$ cat config.mk
export PLATFORM = sky130hd
export DESIGN_NAME = uart_rx_mmio
export DESIGN_NICKNAME = d
export VERILOG_FILES = /design/src/rtl/uart_rx_mmio_pkg.sv /design/src/rtl/uart_rx_mmio_core.sv /design/src/rtl/uart_rx_mmio.sv
export SDC_FILE = /design/constraint.sdc
export NUM_CORES = 1
export LEC_CHECK = 0
export ABC_CLOCK_PERIOD_IN_PS = 6700
export BUFFER_PORTS_ARGS = -buffer_cell sky130_fd_sc_hd__buf_2
export CAP_MARGIN = 0
export CELL_PAD_IN_SITES_DETAIL_PLACEMENT = 1
export CELL_PAD_IN_SITES_GLOBAL_PLACEMENT = 2
export CORE_UTILIZATION = 25
export CTS_CLUSTER_DIAMETER = 120
export DETAILED_ROUTE_END_ITERATION = 10
export PLACE_DENSITY_LB_ADDON = 0.1
export SYNTH_ARGS = -nofsm -noshare
export SYNTH_HDL_FRONTEND = slang
export SYNTH_SLANG_ARGS = --single-unit
$ cat constraint.sdc
create_clock -name clk -period 6.7 [get_ports clk]
set_input_delay 1.34 -clock clk [delete_from_list [all_inputs] [get_ports clk]]
set_output_delay 1.34 -clock clk [all_outputs]
set_load 0.02 [all_outputs]
$ cat src/rtl/uart_rx_mmio_pkg.sv
// uart_rx_mmio_pkg
// Shared definitions for the memory-mapped UART receiver: register word
// addresses, STATUS/RXDATA bit positions and the receiver FSM state type.
package uart_rx_mmio_pkg;

  localparam logic [1:0] UART_RXDATA = 2'd0;
  localparam logic [1:0] UART_STATUS = 2'd1;

  // RXDATA fields
  localparam int RXDATA_VALID = 8;

  // STATUS fields
  localparam int ST_BUSY      = 0;
  localparam int ST_EMPTY     = 1;
  localparam int ST_FULL      = 2;
  localparam int ST_OVERRUN   = 3;
  localparam int ST_FRAME_ERR = 4;
  localparam int ST_COUNT_LSB = 8;

  typedef enum logic [1:0] {
    IDLE  = 2'd0,
    START = 2'd1,
    DATA  = 2'd2,
    STOP  = 2'd3
  } rx_state_t;

endpackage

$ cat src/rtl/uart_rx_mmio_core.sv
// uart_rx_core
// Serial front end of the receiver: synchronizes rxd, detects the start
// edge, centre-samples an 8N1 frame and reports the result.
//   i_clk, i_rst        clock, async active-high reset
//   i_rxd               raw serial input (idle high)
//   o_byte_valid        one-cycle pulse, o_byte_data holds a good byte
//   o_byte_data[7:0]    last received byte, LSB first on the wire
//   o_frame_err_pulse   one-cycle pulse, stop bit was sampled low
//   o_busy              FSM is not idle
//
// state | meaning
// IDLE  | waiting for a falling edge on the synchronized line
// START | timing to the middle of the start bit, rejecting glitches
// DATA  | sampling 8 data bits, one per bit period
// STOP  | sampling the stop bit, then reporting byte or frame error
module uart_rx_core
  import uart_rx_mmio_pkg::*;
#(
  parameter int CLKS_PER_BIT = 434
) (
  input  logic       i_clk,
  input  logic       i_rst,
  input  logic       i_rxd,
  output logic       o_byte_valid,
  output logic [7:0] o_byte_data,
  output logic       o_frame_err_pulse,
  output logic       o_busy
);

  localparam int CW = $clog2(CLKS_PER_BIT);
  localparam logic [CW-1:0] LAST_CYC = CW'(CLKS_PER_BIT - 1);
  localparam logic [CW-1:0] MID_CYC  = CW'(CLKS_PER_BIT / 2 - 1);

  logic            r_sync1;
  logic            r_sync2;
  logic [1:0]      r_warm;
  logic            r_prev;
  rx_state_t       r_state;
  logic [CW-1:0]   r_cyc;
  logic [2:0]      r_bit;
  logic [7:0]      r_shift;
  logic            r_byte_valid;
  logic            r_frame_err;
  logic            w_fall;

  // The synchronizer resets to 1, so its output only reflects the real
  // line from the second clock after reset. Until then r_prev is held at 0,
  // which means a line that is already low at reset release cannot look
  // like a falling edge; it must go high first.
  assign w_fall = r_prev & ~r_sync2;

  always_ff @(posedge i_clk or posedge i_rst) begin
    if (i_rst) begin
      r_sync1      <= 1'b1;
      r_sync2      <= 1'b1;
      r_warm       <= 2'b00;
      r_prev       <= 1'b0;
      r_state      <= IDLE;
      r_cyc        <= '0;
      r_bit        <= '0;
      r_shift      <= '0;
      r_byte_valid <= 1'b0;
      r_frame_err  <= 1'b0;
    end else begin
      r_sync1      <= i_rxd;
      r_sync2      <= r_sync1;
      r_warm       <= {r_warm[0], 1'b1};
      r_prev       <= r_warm[1] & r_sync2;
      r_byte_valid <= 1'b0;
      r_frame_err  <= 1'b0;
      case (r_state)
        IDLE: begin
          if (w_fall) begin
            r_state <= START;
            r_cyc   <= '0;
            r_bit   <= '0;
          end
        end
        START: begin
          if (r_cyc == MID_CYC) begin
            if (r_sync2) begin
              r_state <= IDLE;
            end else begin
              r_state <= DATA;
              r_cyc   <= '0;
            end
          end else begin
            r_cyc <= r_cyc + CW'(1);
          end
        end
        DATA: begin
          if (r_cyc == LAST_CYC) begin
            r_shift <= {r_sync2, r_shift[7:1]};
            r_cyc   <= '0;
            if (r_bit == 3'd7) begin
              r_state <= STOP;
            end else begin
              r_bit <= r_bit + 3'd1;
            end
          end else begin
            r_cyc <= r_cyc + CW'(1);
          end
        end
        STOP: begin
          if (r_cyc == LAST_CYC) begin
            if (r_sync2) begin
              r_byte_valid <= 1'b1;
            end else begin
              r_frame_err <= 1'b1;
            end
            r_state <= IDLE;
          end else begin
            r_cyc <= r_cyc + CW'(1);
          end
        end
        default: r_state <= IDLE;
      endcase
    end
  end

  // r_shift only moves in DATA, so it is stable while o_byte_valid is high.
  assign o_byte_valid      = r_byte_valid;
  assign o_byte_data       = r_shift;
  assign o_frame_err_pulse = r_frame_err;
  assign o_busy            = (r_state != IDLE);

endmodule

$ cat src/rtl/uart_rx_mmio.sv
// uart_rx_mmio
// Memory-mapped UART receiver: serial core, RX FIFO, sticky error flags
// and word-addressed register decode.
//   clk, rst            clock, async active-high reset
//   rxd                 serial input, idle high, asynchronous
//   bus_valid/write     one-cycle access strobe and direction
//   bus_addr[31:0]      byte address, [3:2] selects the register
//   bus_wdata[31:0]     write data (STATUS W1C bits 3 and 4)
//   mmio_rdata[31:0]    combinational read data
//   rx_irq_o            FIFO non-empty
//   fifo_count_o        FIFO occupancy 0..FIFO_DEPTH
//   rx_byte_fire_o      one-cycle pulse per byte written into the FIFO
module uart_rx_mmio
  import uart_rx_mmio_pkg::*;
#(
  parameter int CLKS_PER_BIT = 434,
  parameter int FIFO_DEPTH   = 16,
  parameter int FIFO_AW      = 4
) (
  input  logic               clk,
  input  logic               rst,
  input  logic               rxd,
  input  logic               bus_valid,
  input  logic               bus_write,
  input  logic [31:0]        bus_addr,
  input  logic [31:0]        bus_wdata,
  output logic [31:0]        mmio_rdata,
  output logic               rx_irq_o,
  output logic [FIFO_AW:0]   fifo_count_o,
  output logic               rx_byte_fire_o
);

  logic               w_byte_valid;
  logic [7:0]         w_byte_data;
  logic               w_frame_err_pulse;
  logic               w_busy;

  logic [7:0]         r_mem [FIFO_DEPTH];
  logic [FIFO_AW-1:0] r_wptr;
  logic [FIFO_AW-1:0] r_rptr;
  logic [FIFO_AW:0]   r_count;
  logic               r_overrun;
  logic               r_frame_err;

  logic [1:0]         w_addr_word;
  logic               w_empty;
  logic               w_full;
  logic               w_rd_rxdata;
  logic               w_wr_status;
  logic               w_pop;
  logic               w_push;
  logic               w_overrun_set;
  logic [31:0]        w_rdata;
  logic               w_unused_bits;

  uart_rx_core #(
    .CLKS_PER_BIT (CLKS_PER_BIT)
  ) u_core (
    .i_clk             (clk),
    .i_rst             (rst),
    .i_rxd             (rxd),
    .o_byte_valid      (w_byte_valid),
    .o_byte_data       (w_byte_data),
    .o_frame_err_pulse (w_frame_err_pulse),
    .o_busy            (w_busy)
  );

  assign w_addr_word = bus_addr[3:2];
  assign w_empty     = (r_count == '0);
  assign w_full      = (r_count == (FIFO_AW + 1)'(FIFO_DEPTH));
  assign w_rd_rxdata = bus_valid & ~bus_write & (w_addr_word == UART_RXDATA);
  assign w_wr_status = bus_valid &  bus_write & (w_addr_word == UART_STATUS);
  assign w_pop       = w_rd_rxdata & ~w_empty;
  // A full FIFO still takes the byte when the same cycle frees a slot.
  assign w_push        = w_byte_valid & (~w_full | w_pop);
  assign w_overrun_set = w_byte_valid & w_full & ~w_pop;

  assign w_unused_bits = ^{bus_addr[31:4], bus_addr[1:0],
                           bus_wdata[31:5], bus_wdata[2:0]};

  always_ff @(posedge clk) begin
    if (w_push) begin
      r_mem[r_wptr] <= w_byte_data;
    end
  end

  always_ff @(posedge clk or posedge rst) begin
    if (rst) begin
      r_wptr      <= '0;
      r_rptr      <= '0;
      r_count     <= '0;
      r_overrun   <= 1'b0;
      r_frame_err <= 1'b0;
    end else begin
      if (w_push) begin
        r_wptr <= r_wptr + FIFO_AW'(1);
      end
      if (w_pop) begin
        r_rptr <= r_rptr + FIFO_AW'(1);
      end
      case ({w_push, w_pop})
        2'b10:   r_count <= r_count + (FIFO_AW + 1)'(1);
        2'b01:   r_count <= r_count - (FIFO_AW + 1)'(1);
        default: r_count <= r_count;
      endcase
      // Hardware set beats a simultaneous W1C clear.
      r_overrun   <= w_overrun_set |
                     (r_overrun & ~(w_wr_status & bus_wdata[ST_OVERRUN]));
      r_frame_err <= w_frame_err_pulse |
                     (r_frame_err & ~(w_wr_status & bus_wdata[ST_FRAME_ERR]));
    end
  end

  always_comb begin
    w_rdata = '0;
    case (w_addr_word)
      UART_RXDATA: begin
        if (!w_empty) begin
          w_rdata[7:0]         = r_mem[r_rptr];
          w_rdata[RXDATA_VALID] = 1'b1;
        end
      end
      UART_STATUS: begin
        w_rdata[ST_BUSY]      = w_busy;
        w_rdata[ST_EMPTY]     = w_empty;
        w_rdata[ST_FULL]      = w_full;
        w_rdata[ST_OVERRUN]   = r_overrun;
        w_rdata[ST_FRAME_ERR] = r_frame_err;
        w_rdata[ST_COUNT_LSB +: FIFO_AW + 1] = r_count;
      end
      default: w_rdata = '0;
    endcase
  end

  assign mmio_rdata     = w_rdata;
  assign rx_irq_o       = ~w_empty;
  assign fifo_count_o   = r_count;
  assign rx_byte_fire_o = w_push;

endmodule
==> flow_summary.json, run 1 <==
{
  "initial_utilization_pct": 25.7,
  "synthFlopType": "edfxtp_1",
  "netlist-cell-type-count": 52,
  "yosys_register_bits": 172,
  "p_leak_nw": 3.44,
  "grt_pass1_wl_microns": 26800,
  "async_reset_ff_share_pct": 25.6,
  "viasPerCell": 4.42,
  "endpoint_kind": "output port",
  "io_buffers": 28,
  "hp-start": "u_core.r_warm[0]",
  "max_slew_margin_pct": 23.2,
  "reg2reg_to": "fifo_count_o[4]",
  "grt_max_degree": 45,
  "hold_path_end": "u_core.r_warm[1]",
  "fp.coreArea_sq_mm": 0.0291,
  "fin_crit_sh_pct": 65.8,
  "ctsResizeCount": 0,
  "grt.total_usage_pct": 12.1,
  "synth_top_cell_area_share_pct": 51.4,
  "io_pins": 108,
  "arrival_ns": 3.07,
  "root_buffer": "clkbuf_16",
  "ant_nets": 0,
  "ir_drop_mv": 0.147,
  "cts_tree": "done",
  "grt_antenna_before_repair": 0,
  "worstSetupStartpoint": "r_rptr[2]",
  "setup_tns_ns": 0,
  "yosysMostFrequentCell": "edfxtp_1",
  "yosys_warnings": 0,
  "worstHoldPathType": "register to register",
  "power_density_mw_per_mm2": 316,
  "crit_type": "register to output port",
  "die_x_microns": 175,
  "stdcell_count": 898,
  "netlist_area_sq_mm": 0.00747,
  "final_cell_area_sq_mm": 0.00857,
  "setup_viol_count_final": 0,
  "hold_path_depth": 0,
  "reg2reg_slack_ns": 3.38,
  "synth_edf_count": 128,
  "num_vias": 3969,
  "cts_buffer_depth": 2,
  "hold_viol_final": 0,
  "grt.overflow.total": 0,
  "wirelength_microns": 17400,
  "yosys.area.top_type": "edfxtp_1",
  "drt_first_pass_iters": 4,
  "r2r_cells": 11,
  "num_rows": 62,
  "finish.net_count": 583,
  "skew_ns": 0.0181,
  "ys_seq_area_share_pct": 66.2,
  "dpl.cell_count": 866,
  "clock.fmax_ghz": 0.227,
  "die_y_microns": 175,
  "postPlaceCellArea_sq_mm": 0.00800,
  "r2r_start": "fifo_count_o[1]",
  "area_growth_pct": 14.6,
  "num-fill-cells": 3071,
  "drive_above_1_share_pct": 25.9,
  "wire_per_inst_microns": 19.4,
  "synthTopCellsByArea": "edfxtp_1 (51%), dfrtp_1 (14%), mux4_2 (9.6%)",
  "grt_pass1_vias": 4349,
  "status": "complete, no violations",
  "clock_insertion_delay_worst_skew_ns": 0.43,
  "rsz0062_at_grt": "no",
  "post_cts_buffers": 0,
  "die_area_sq_mm": 0.0306,
  "cts.sinks": 172,
  "drc": 0,
  "path_clk_slew_ns": 0.08,
  "first_iter_violations": 171,
  "post-route-min-period_ns": 4.41,
  "cp_max_fo": 24,
  "cts-hold-fix-buffers": 0,
  "worst_pin_slew_ns": 1.15,
  "cp.required_ns": 5.36,
  "ys_top_cells_by_count": "edfxtp_1 (128), dfrtp_1 (42), mux4_2 (32)",
  "syn-instance-count": 471,
  "maxSlewViolCount": 0,
  "cap_viol_max_count": 0,
  "start_kind": "register",
  "avgSynthCellArea_sq_um": 15.9,
  "htree_levels": 4,
  "gp_congestion": 0.705,
  "hpwl_microns": 11400,
  "diodes": 0,
  "cts_buffers": 17
}
-- cell type report --
type                            count  area (sq um)  share of cell area (%)
Inverter                           16          60.1                   0.701
Multi-Input combinational cell    259          2310                    27.0
Clock inverter                     15           146                    1.71
Timing Repair Buffer               35           193                    2.25
Clock buffer                       17           425                    4.97
Tap cell                          384           480                    5.61
Sequential cell                   172          4950                    57.8
-- critical path: stages (launching register included) --
cell     delay [ns]
dfrtp_2        0.90
buf_4          0.38
mux4_2         0.53
mux2_2         0.27
a21oi_1        0.24
o21ai_0        0.11
buf_2          0.18
-- flip-flops by register name (all words and copies together), names as in the netlist, named ones only --
signal,count
r_mem,128
u_core.r_cyc,9
u_core.o_byte_data,8
fifo_count_o,5
r_rptr,4
r_wptr,4
u_core.r_bit,3
u_core.r_warm,2
r_frame_err,1
r_overrun,1
u_core.o_byte_valid,1
u_core.o_frame_err_pulse,1
u_core.r_prev,1
u_core.r_state,1
u_core.r_sync1,1
u_core.r_sync2,1
-- stage by stage --
step           hold WS (ns)  total power, W  setup WS, ns  util [%]
6_report              0.359         0.00271          2.29      29.4
5_1_grt               0.366         0.00284          2.01      29.4
4_1_cts               0.358         0.00276          2.14      29.4
3_5_place_dp          0.345         0.00178          2.36      27.5
3_3_place_gp          0.332         0.00177          2.39      27.5
2_1_floorplan         0.331         0.00164          3.09         -
-- cell usage in the layout, fill, tap and decap left out, drive strengths merged, types with 2 or more instances in the layout --
cell type,instances
a22oi,3
a221o,2
and2,15
nor3b,2
clkbuf,17
conb,20
a31oi,2
nand2,18
buf,35
ha,13
nand4,5
xor2,6
and3,5
nor3,6
nand3,5
clkinv,6
nand3b,3
a21o,2
mux2i,8
nor4,5
dfstp,2
a22o,8
a21oi,8
o21ai,16
mux4,32
nor2b,7
a211o,3
edfxtp,128
a211oi,6
nor2,22
xnor2,9
inv,25
mux2,17
dfrtp,42
-- metal layers --
metal | vias up | global-route usage, % | part of all wire [%]
met2 | 50 | 20.8 | 51
li1 | 1813 | - | -
met4 | 0 | 2.97 | 0.91
met3 | 10 | 2.42 | 2.3
met5 | - | 0 | 0
met1 | 2096 | 15.5 | 46
-- kinds of logic after synthesis --
group,synth area share (%)
flip-flops,66.2
AND/OR/NAND/NOR,7.37
buffers and inverters,4.12
multiplexers,13.3
AO/OA/AOI/OAI,5.02
XOR/XNOR,1.76
adder cells (fa/ha/maj),2.18
other,0.100
-- where the power goes --
part,leakage [nW],total [W],switching [W],internal (W)
Combinational,1.11,0.000393,0.000199,0.000194
Clock,0.283,0.000965,0.000470,0.000495
Sequential,2.05,0.00135,0.000172,0.00118
-- worst max path at each step --
| stage | to | cells after the start |
|---|---|---|
| after floorplan | mmio_rdata[5] | 3 |
| after CTS | mmio_rdata[0] | 6 |
| after global placement | rx_byte_fire_o | 6 |
| after global routing | mmio_rdata[4] | 7 |
| final | mmio_rdata[0] | 6 |
| after detailed placement | rx_byte_fire_o | 6 |
Note: power is estimated with default switching activity, not from simulation.
==> run 2: changes to the inputs <==
--- a/config.mk
+++ b/config.mk
@@ -5,7 +5,7 @@
 export SDC_FILE = /design/constraint.sdc
 export NUM_CORES = 1
 export LEC_CHECK = 0
-export ABC_CLOCK_PERIOD_IN_PS = 6700
+export ABC_CLOCK_PERIOD_IN_PS = 4600
 export BUFFER_PORTS_ARGS = -buffer_cell sky130_fd_sc_hd__buf_2
 export CAP_MARGIN = 0
 export CELL_PAD_IN_SITES_DETAIL_PLACEMENT = 1
==> constraint.sdc (replaced) <==
create_clock -name clk -period 4.6 [get_ports clk]
set_input_delay 0.92 -clock clk [delete_from_list [all_inputs] [get_ports clk]]
set_output_delay 0.92 -clock clk [all_outputs]
set_load 0.02 [all_outputs]
==> run 2 against run 1 <==
Effect of this change: critical path depth did not move; worst hold slack got worse by 0.0097 ns; combinational power rose by 54%; core utilization rose by 0.21 points; cell count rose by 0.89%; register-to-register slack got worse by 2.1 ns; largest cell class unchanged; final area rose by 0.70%; count of clock-buffer cells in the layout did not move; sequential share of layout area fell by 0.40 points.
==> flow_summary.json, run 2 (same netlist as run 1, synthesis figures left out) <==
{
  "final_common_cell": "edfxtp_1",
  "final_cell_area_sq_mm": 0.00863,
  "path_clk_slew_ns": 0.08,
  "largest_reg_flops": 128,
  "hold_viol_final": 0,
  "grt_pass1_vias": 4339,
  "ir_drop_mv": 0.231,
  "wire_per_inst_microns": 19.4,
  "die_y_microns": 175,
  "p_total_w": 0.00395,
  "grt_antenna_before_repair": 0,
  "drive_above_1_share_pct": 27.0,
  "area_growth_pct": 15.4,
  "initial_utilization_pct": 25.7,
  "clock_insertion_delay_worst_skew_ns": 0.43,
  "fin_ws_ns": 0.829,
  "setup_viol_count_final": 0,
  "crit_slowest_cell": "dfrtp_2",
  "grt.overflow.total": 0,
  "postPlaceCellArea_sq_mm": 0.00806,
  "use_met2_pct": 22.1,
  "arrival_ns": 2.85,
  "viasPerCell": 4.37,
  "post_cts_buffers": 0,
  "swShare_pct": 30.9,
  "power_frac_seq_pct": 49.2,
  "gp_congestion": 0.710,
  "fin_crit_sh_pct": 82.0,
  "clock.fmax_ghz": 0.265,
  "p_leak_nw": 3.48,
  "fp.coreArea_sq_mm": 0.0291,
  "path_cells": "buf_4 -> mux4_2 -> mux2_2 -> a21oi_1 -> o2bb2ai_1 -> buf_2",
  "endpoint_kind": "output port",
  "die_x_microns": 175,
  "num_vias": 3961,
  "finish.net_count": 591,
  "hpwl_microns": 11900,
  "root_buffer": "clkbuf_16",
  "io_pins": 108,
  "cp_max_fo": 17,
  "post-route-min-period_ns": 3.77,
  "cts_buffers": 17,
  "grt_max_degree": 45,
  "setup_tns_ns": 0,
  "switchingPower_w": 0.00122,
  "cp.required_ns": 3.68,
  "cap_viol_max_count": 0,
  "skew_ns": 0.0173,
  "grtUsageMet3_pct": 2.28,
  "ctsResizeCount": 0,
  "cts_tree": "done",
  "wirelength_microns": 17600,
  "worstHoldPathType": "register to register",
  "drc": 0,
  "finish.utilization_pct": 29.7,
  "diodes": 0,
  "use_met1_pct": 15.1,
  "power_frac_clock_pct": 35.5,
  "grt_busiest_layer": "met2",
  "cts.sinks": 172,
  "ant_nets": 0,
  "rsz0062_at_grt": "no",
  "largest-register": "r_mem",
  "crit_type": "register to output port",
  "max_slew_margin_pct": 51.2,
  "grt_pass1_wl_microns": 27400,
  "status": "complete, no violations",
  "combPwrFrac_pct": 15.3,
  "drt_first_pass_iters": 4,
  "internal-power_w": 0.00273,
  "worst_pin_slew_ns": 0.724,
  "crit_path_max_incr_delay_ns": 0.78,
  "cts-hold-fix-buffers": 0,
  "maxSlewViolCount": 0,
  "power_density_mw_per_mm2": 458,
  "num_rows": 62,
  "grt.total_usage_pct": 12.4,
  "layout_common_cells": "edfxtp_1 (128), dfrtp_1 (40), mux4_2 (32)",
  "die_area_sq_mm": 0.0306,
  "dp_slack_ns": 0.864,
  "start_kind": "register",
  "io_buffers": 28,
  "cts_buffer_depth": 2,
  "htree_levels": 4,
  "first_iter_violations": 244,
  "num-fill-cells": 3068
}
## run 2: critical path, delay by kind of cell (launching register included)
kind                   cells  cell delay, ns
muxes                      2            0.82
DFF                        1            0.78
buffers and inverters      2            0.51
AOI/OAI and AO/OA          2            0.32
## run 2: per-stage QoR
step	cells	hold WS, ns
2_1_floorplan	489	0.331
3_3_place_gp	874	0.332
3_5_place_dp	874	0.336
4_1_cts	906	0.353
5_1_grt	906	0.363
6_report	906	0.350
## run 2: final timing paths
| path | slack (ns) | to | startpoint | cells after the start |
|---|---|---|---|---|
| min in group asynchronous | 0.63 | u_core.o_frame_err_pulse | rst | 3 |
| hold / removal | 0.35 | u_core.r_warm[1] | u_core.r_warm[0] | 0 |
| setup reg to reg | 1.24 | fifo_count_o[4] | fifo_count_o[1] | 11 |
| hold reg to reg | 0.35 | u_core.r_warm[1] | u_core.r_warm[0] | 0 |
| setup / recovery | 0.83 | mmio_rdata[2] | r_rptr[2] | 6 |
| max in group asynchronous | 3.48 | r_rptr[2] | rst | 3 |
## run 2: final cells by class
cell class | count | area [sq um] | area share [%]
Sequential cell | 172 | 4950 | 57.4
Multi-Input combinational cell | 259 | 2310 | 26.8
Tap cell | 384 | 480 | 5.57
Clock buffer | 17 | 425 | 4.93
Timing Repair Buffer | 43 | 253 | 2.93
Clock inverter | 15 | 146 | 1.70
Inverter | 16 | 60.1 | 0.696
## run 2: power groups by stage
stage / combinational [W] / clock [W] / sequential [W]
5_1_grt: 0.000670 / 0.00151 / 0.00198
2_1_floorplan: 0.000562 / 0 / 0.00183
3_3_place_gp: 0.000617 / 0 / 0.00199
6_report: 0.000605 / 0.00140 / 0.00195
3_5_place_dp: 0.000625 / 0 / 0.00199
4_1_cts: 0.000624 / 0.00145 / 0.00196
## run 2: per-layer routing
layer | wire length, microns | share of wire, % | vias up
met5 | 0 | 0 | -
met4 | 170 | 0.97 | 0
met3 | 291 | 1.7 | 10
met2 | 9310 | 53 | 37
met1 | 7810 | 44 | 2085
li1 | - | - | 1829
==> run 3: changes to the inputs <==
--- a/config.mk
+++ b/config.mk
@@ -5,7 +5,7 @@
 export SDC_FILE = /design/constraint.sdc
 export NUM_CORES = 1
 export LEC_CHECK = 0
-export ABC_CLOCK_PERIOD_IN_PS = 4600
+export ABC_CLOCK_PERIOD_IN_PS = 3200
 export BUFFER_PORTS_ARGS = -buffer_cell sky130_fd_sc_hd__buf_2
 export CAP_MARGIN = 0
 export CELL_PAD_IN_SITES_DETAIL_PLACEMENT = 1
==> constraint.sdc (replaced) <==
create_clock -name clk -period 3.2 [get_ports clk]
set_input_delay 0.64 -clock clk [delete_from_list [all_inputs] [get_ports clk]]
set_output_delay 0.64 -clock clk [all_outputs]
set_load 0.02 [all_outputs]
==> run 3 against run 2 <==
Effect of this change: sequential power increased by 36%; register-to-register slack got worse by 0.86 ns; count of clock-buffer cells in the layout increased by 3; combinational power increased by 92%; critical path type unchanged; largest cell class unchanged; largest power group unchanged; highest routed layer unchanged.
==> flow_summary.json, run 3 (same netlist as run 1, synthesis figures left out) <==
{
  "largest-register": "r_mem",
  "endpoint_kind": "output port",
  "p_leak_nw": 3.56,
  "diodes": 0,
  "drt_first_pass_iters": 4,
  "maxSlewViolCount": 0,
  "postPlaceCellArea_sq_mm": 0.00818,
  "viasPerCell": 4.37,
  "root_buffer": "clkbuf_16",
  "final_cell_area_sq_mm": 0.00879,
  "clock.fmax_ghz": 0.325,
  "first_iter_violations": 170,
  "die_area_sq_mm": 0.0306,
  "rsz0062_at_grt": "yes",
  "wire_per_inst_microns": 19.4,
  "io_buffers": 28,
  "max_slew_margin_pct": 50.2,
  "grt.overflow.total": 0,
  "start_kind": "register",
  "reg2reg_slack_ns": 0.38,
  "skew_ns": 0.0160,
  "crit_slowest_cell": "mux4_2",
  "power_frac_seq_pct": 46.0,
  "internal-power_w": 0.00405,
  "grt_max_degree": 31,
  "cap_viol_max_count": 0,
  "arrival_ns": 2.44,
  "r2r_cells": 11,
  "htree_levels": 4,
  "cts_buffer_depth": 2,
  "grt_antenna_before_repair": 0,
  "fin_crit_sh_pct": 96.2,
  "largest_reg_flops": 128,
  "die_x_microns": 175,
  "grt_pass1_vias": 4450,
  "die_y_microns": 175,
  "ir_drop_mv": 0.357,
  "cts_tree": "done",
  "initial_utilization_pct": 25.7,
  "layout_common_cells": "edfxtp_1 (128), dfrtp_1 (40), mux4_2 (32)",
  "crit_path_max_incr_delay_ns": 0.54,
  "gp_congestion": 0.719,
  "power_frac_clock_pct": 34.0,
  "final_common_cell": "edfxtp_1",
  "worst_pin_slew_ns": 0.739,
  "power_density_mw_per_mm2": 659,
  "drc": 0,
  "drive_above_1_share_pct": 29.2,
  "clock_insertion_delay_worst_skew_ns": 0.43,
  "cts.sinks": 172,
  "combPwrFrac_pct": 20.1,
  "path_cells": "buf_12 -> mux4_2 -> mux2_2 -> a21oi_1 -> o21ai_0 -> buf_2",
  "setup_viol_count_final": 0,
  "r2r_start": "fifo_count_o[0]",
  "hold_viol_final": 0,
  "fp.coreArea_sq_mm": 0.0291,
  "switchingPower_w": 0.00174,
  "crit_type": "register to output port",
  "cts-hold-fix-buffers": 0,
  "grt_pass1_wl_microns": 27600,
  "post-route-min-period_ns": 3.08,
  "status": "complete, no violations",
  "wirelength_microns": 17900,
  "cts_buffers": 17,
  "swShare_pct": 30.1,
  "reg2reg_to": "fifo_count_o[4]",
  "hpwl_microns": 11800,
  "finish.net_count": 606,
  "path_clk_slew_ns": 0.08,
  "io_pins": 108,
  "area_growth_pct": 17.6,
  "grt.total_usage_pct": 12.5,
  "cp_max_fo": 17,
  "num-fill-cells": 3036,
  "setup_tns_ns": 0,
  "num_rows": 62,
  "worstHoldPathType": "input port to async pin",
  "ant_nets": 0,
  "num_vias": 4022,
  "cp.required_ns": 2.56,
  "p_total_w": 0.00580,
  "finish.utilization_pct": 30.2
}
-- run 3: cell types whose count changed in the layout (fill, tap and decap cells not counted), moves of 2 or more --
| cell | change |
|---|---|
| inv_8 | -3 |
| buf_4 | +11 |
| a21oi_1 | -2 |
| a21oi_2 | +2 |
| clkbuf_1 | +2 |
| buf_12 | +3 |
| clkinvlp_4 | +2 |
-- run 3: power by group through the flow --
stage | Sequential, W | Clock (W) | Combinational, W
CTS | 0.00267 | 0.00203 | 0.00118
global placement | 0.00271 | 0 | 0.00111
global route | 0.00269 | 0.00211 | 0.00128
finish | 0.00266 | 0.00197 | 0.00116
detailed placement | 0.00271 | 0 | 0.00112
floorplan | 0.00263 | 0 | 0.000808
-- run 3: cell type report --
cell class / instances / area [sq um] / share of cell area (%)
Clock buffer: 20 / 447 / 5.08
Clock inverter: 12 / 109 / 1.24
Inverter: 16 / 60.1 / 0.683
Multi-Input combinational cell: 259 / 2320 / 26.4
Sequential cell: 172 / 4950 / 56.3
Tap cell: 384 / 480 / 5.46
Timing Repair Buffer: 58 / 428 / 4.87
-- run 3: routing by layer --
layer | vias to the layer above | track usage (%) | share of wire [%]
met3 | 11 | 2.55 | 2.2
met4 | 0 | 3.48 | 1.0
met1 | 2115 | 16.0 | 46
li1 | 1855 | - | -
met5 | - | 0 | 0
met2 | 41 | 21.2 | 51
-- run 3: what timing repair did --
action / in CTS / in global routing
resized for setup: 2 / 1
cloned: 1 / 0
endpoints found under the setup margin: 5 / 2
setup buffers: 0 / 2
-- run 3: worst max path at each step --
stage	start	endpoint	cells after the start
floorplan	fifo_count_o[1]	fifo_count_o[4]	14
global placement	bus_write	fifo_count_o[4]	12
detailed placement	bus_write	fifo_count_o[4]	12
CTS	r_rptr[2]	mmio_rdata[0]	6
global route	r_rptr[2]	mmio_rdata[4]	7
finish	r_rptr[2]	mmio_rdata[0]	6
-- run 3: worst max-delay path, delay by kind of cell, from the launching register on --
kind	cells	cell delay, ns
buf+inv	2	0.38
mux	2	0.81
compound gates	2	0.38
flops	1	0.42
-- run 3: stage by stage --
stage	std cells	hold slack, ns	worst slack [ns]
5_1_grt	921	0.264	-0.00900
6_report	921	0.243	0.121
2_1_floorplan	489	0.331	0.214
4_1_cts	919	0.249	0.0145
3_3_place_gp	886	0.334	0.272
3_5_place_dp	886	0.345	0.236
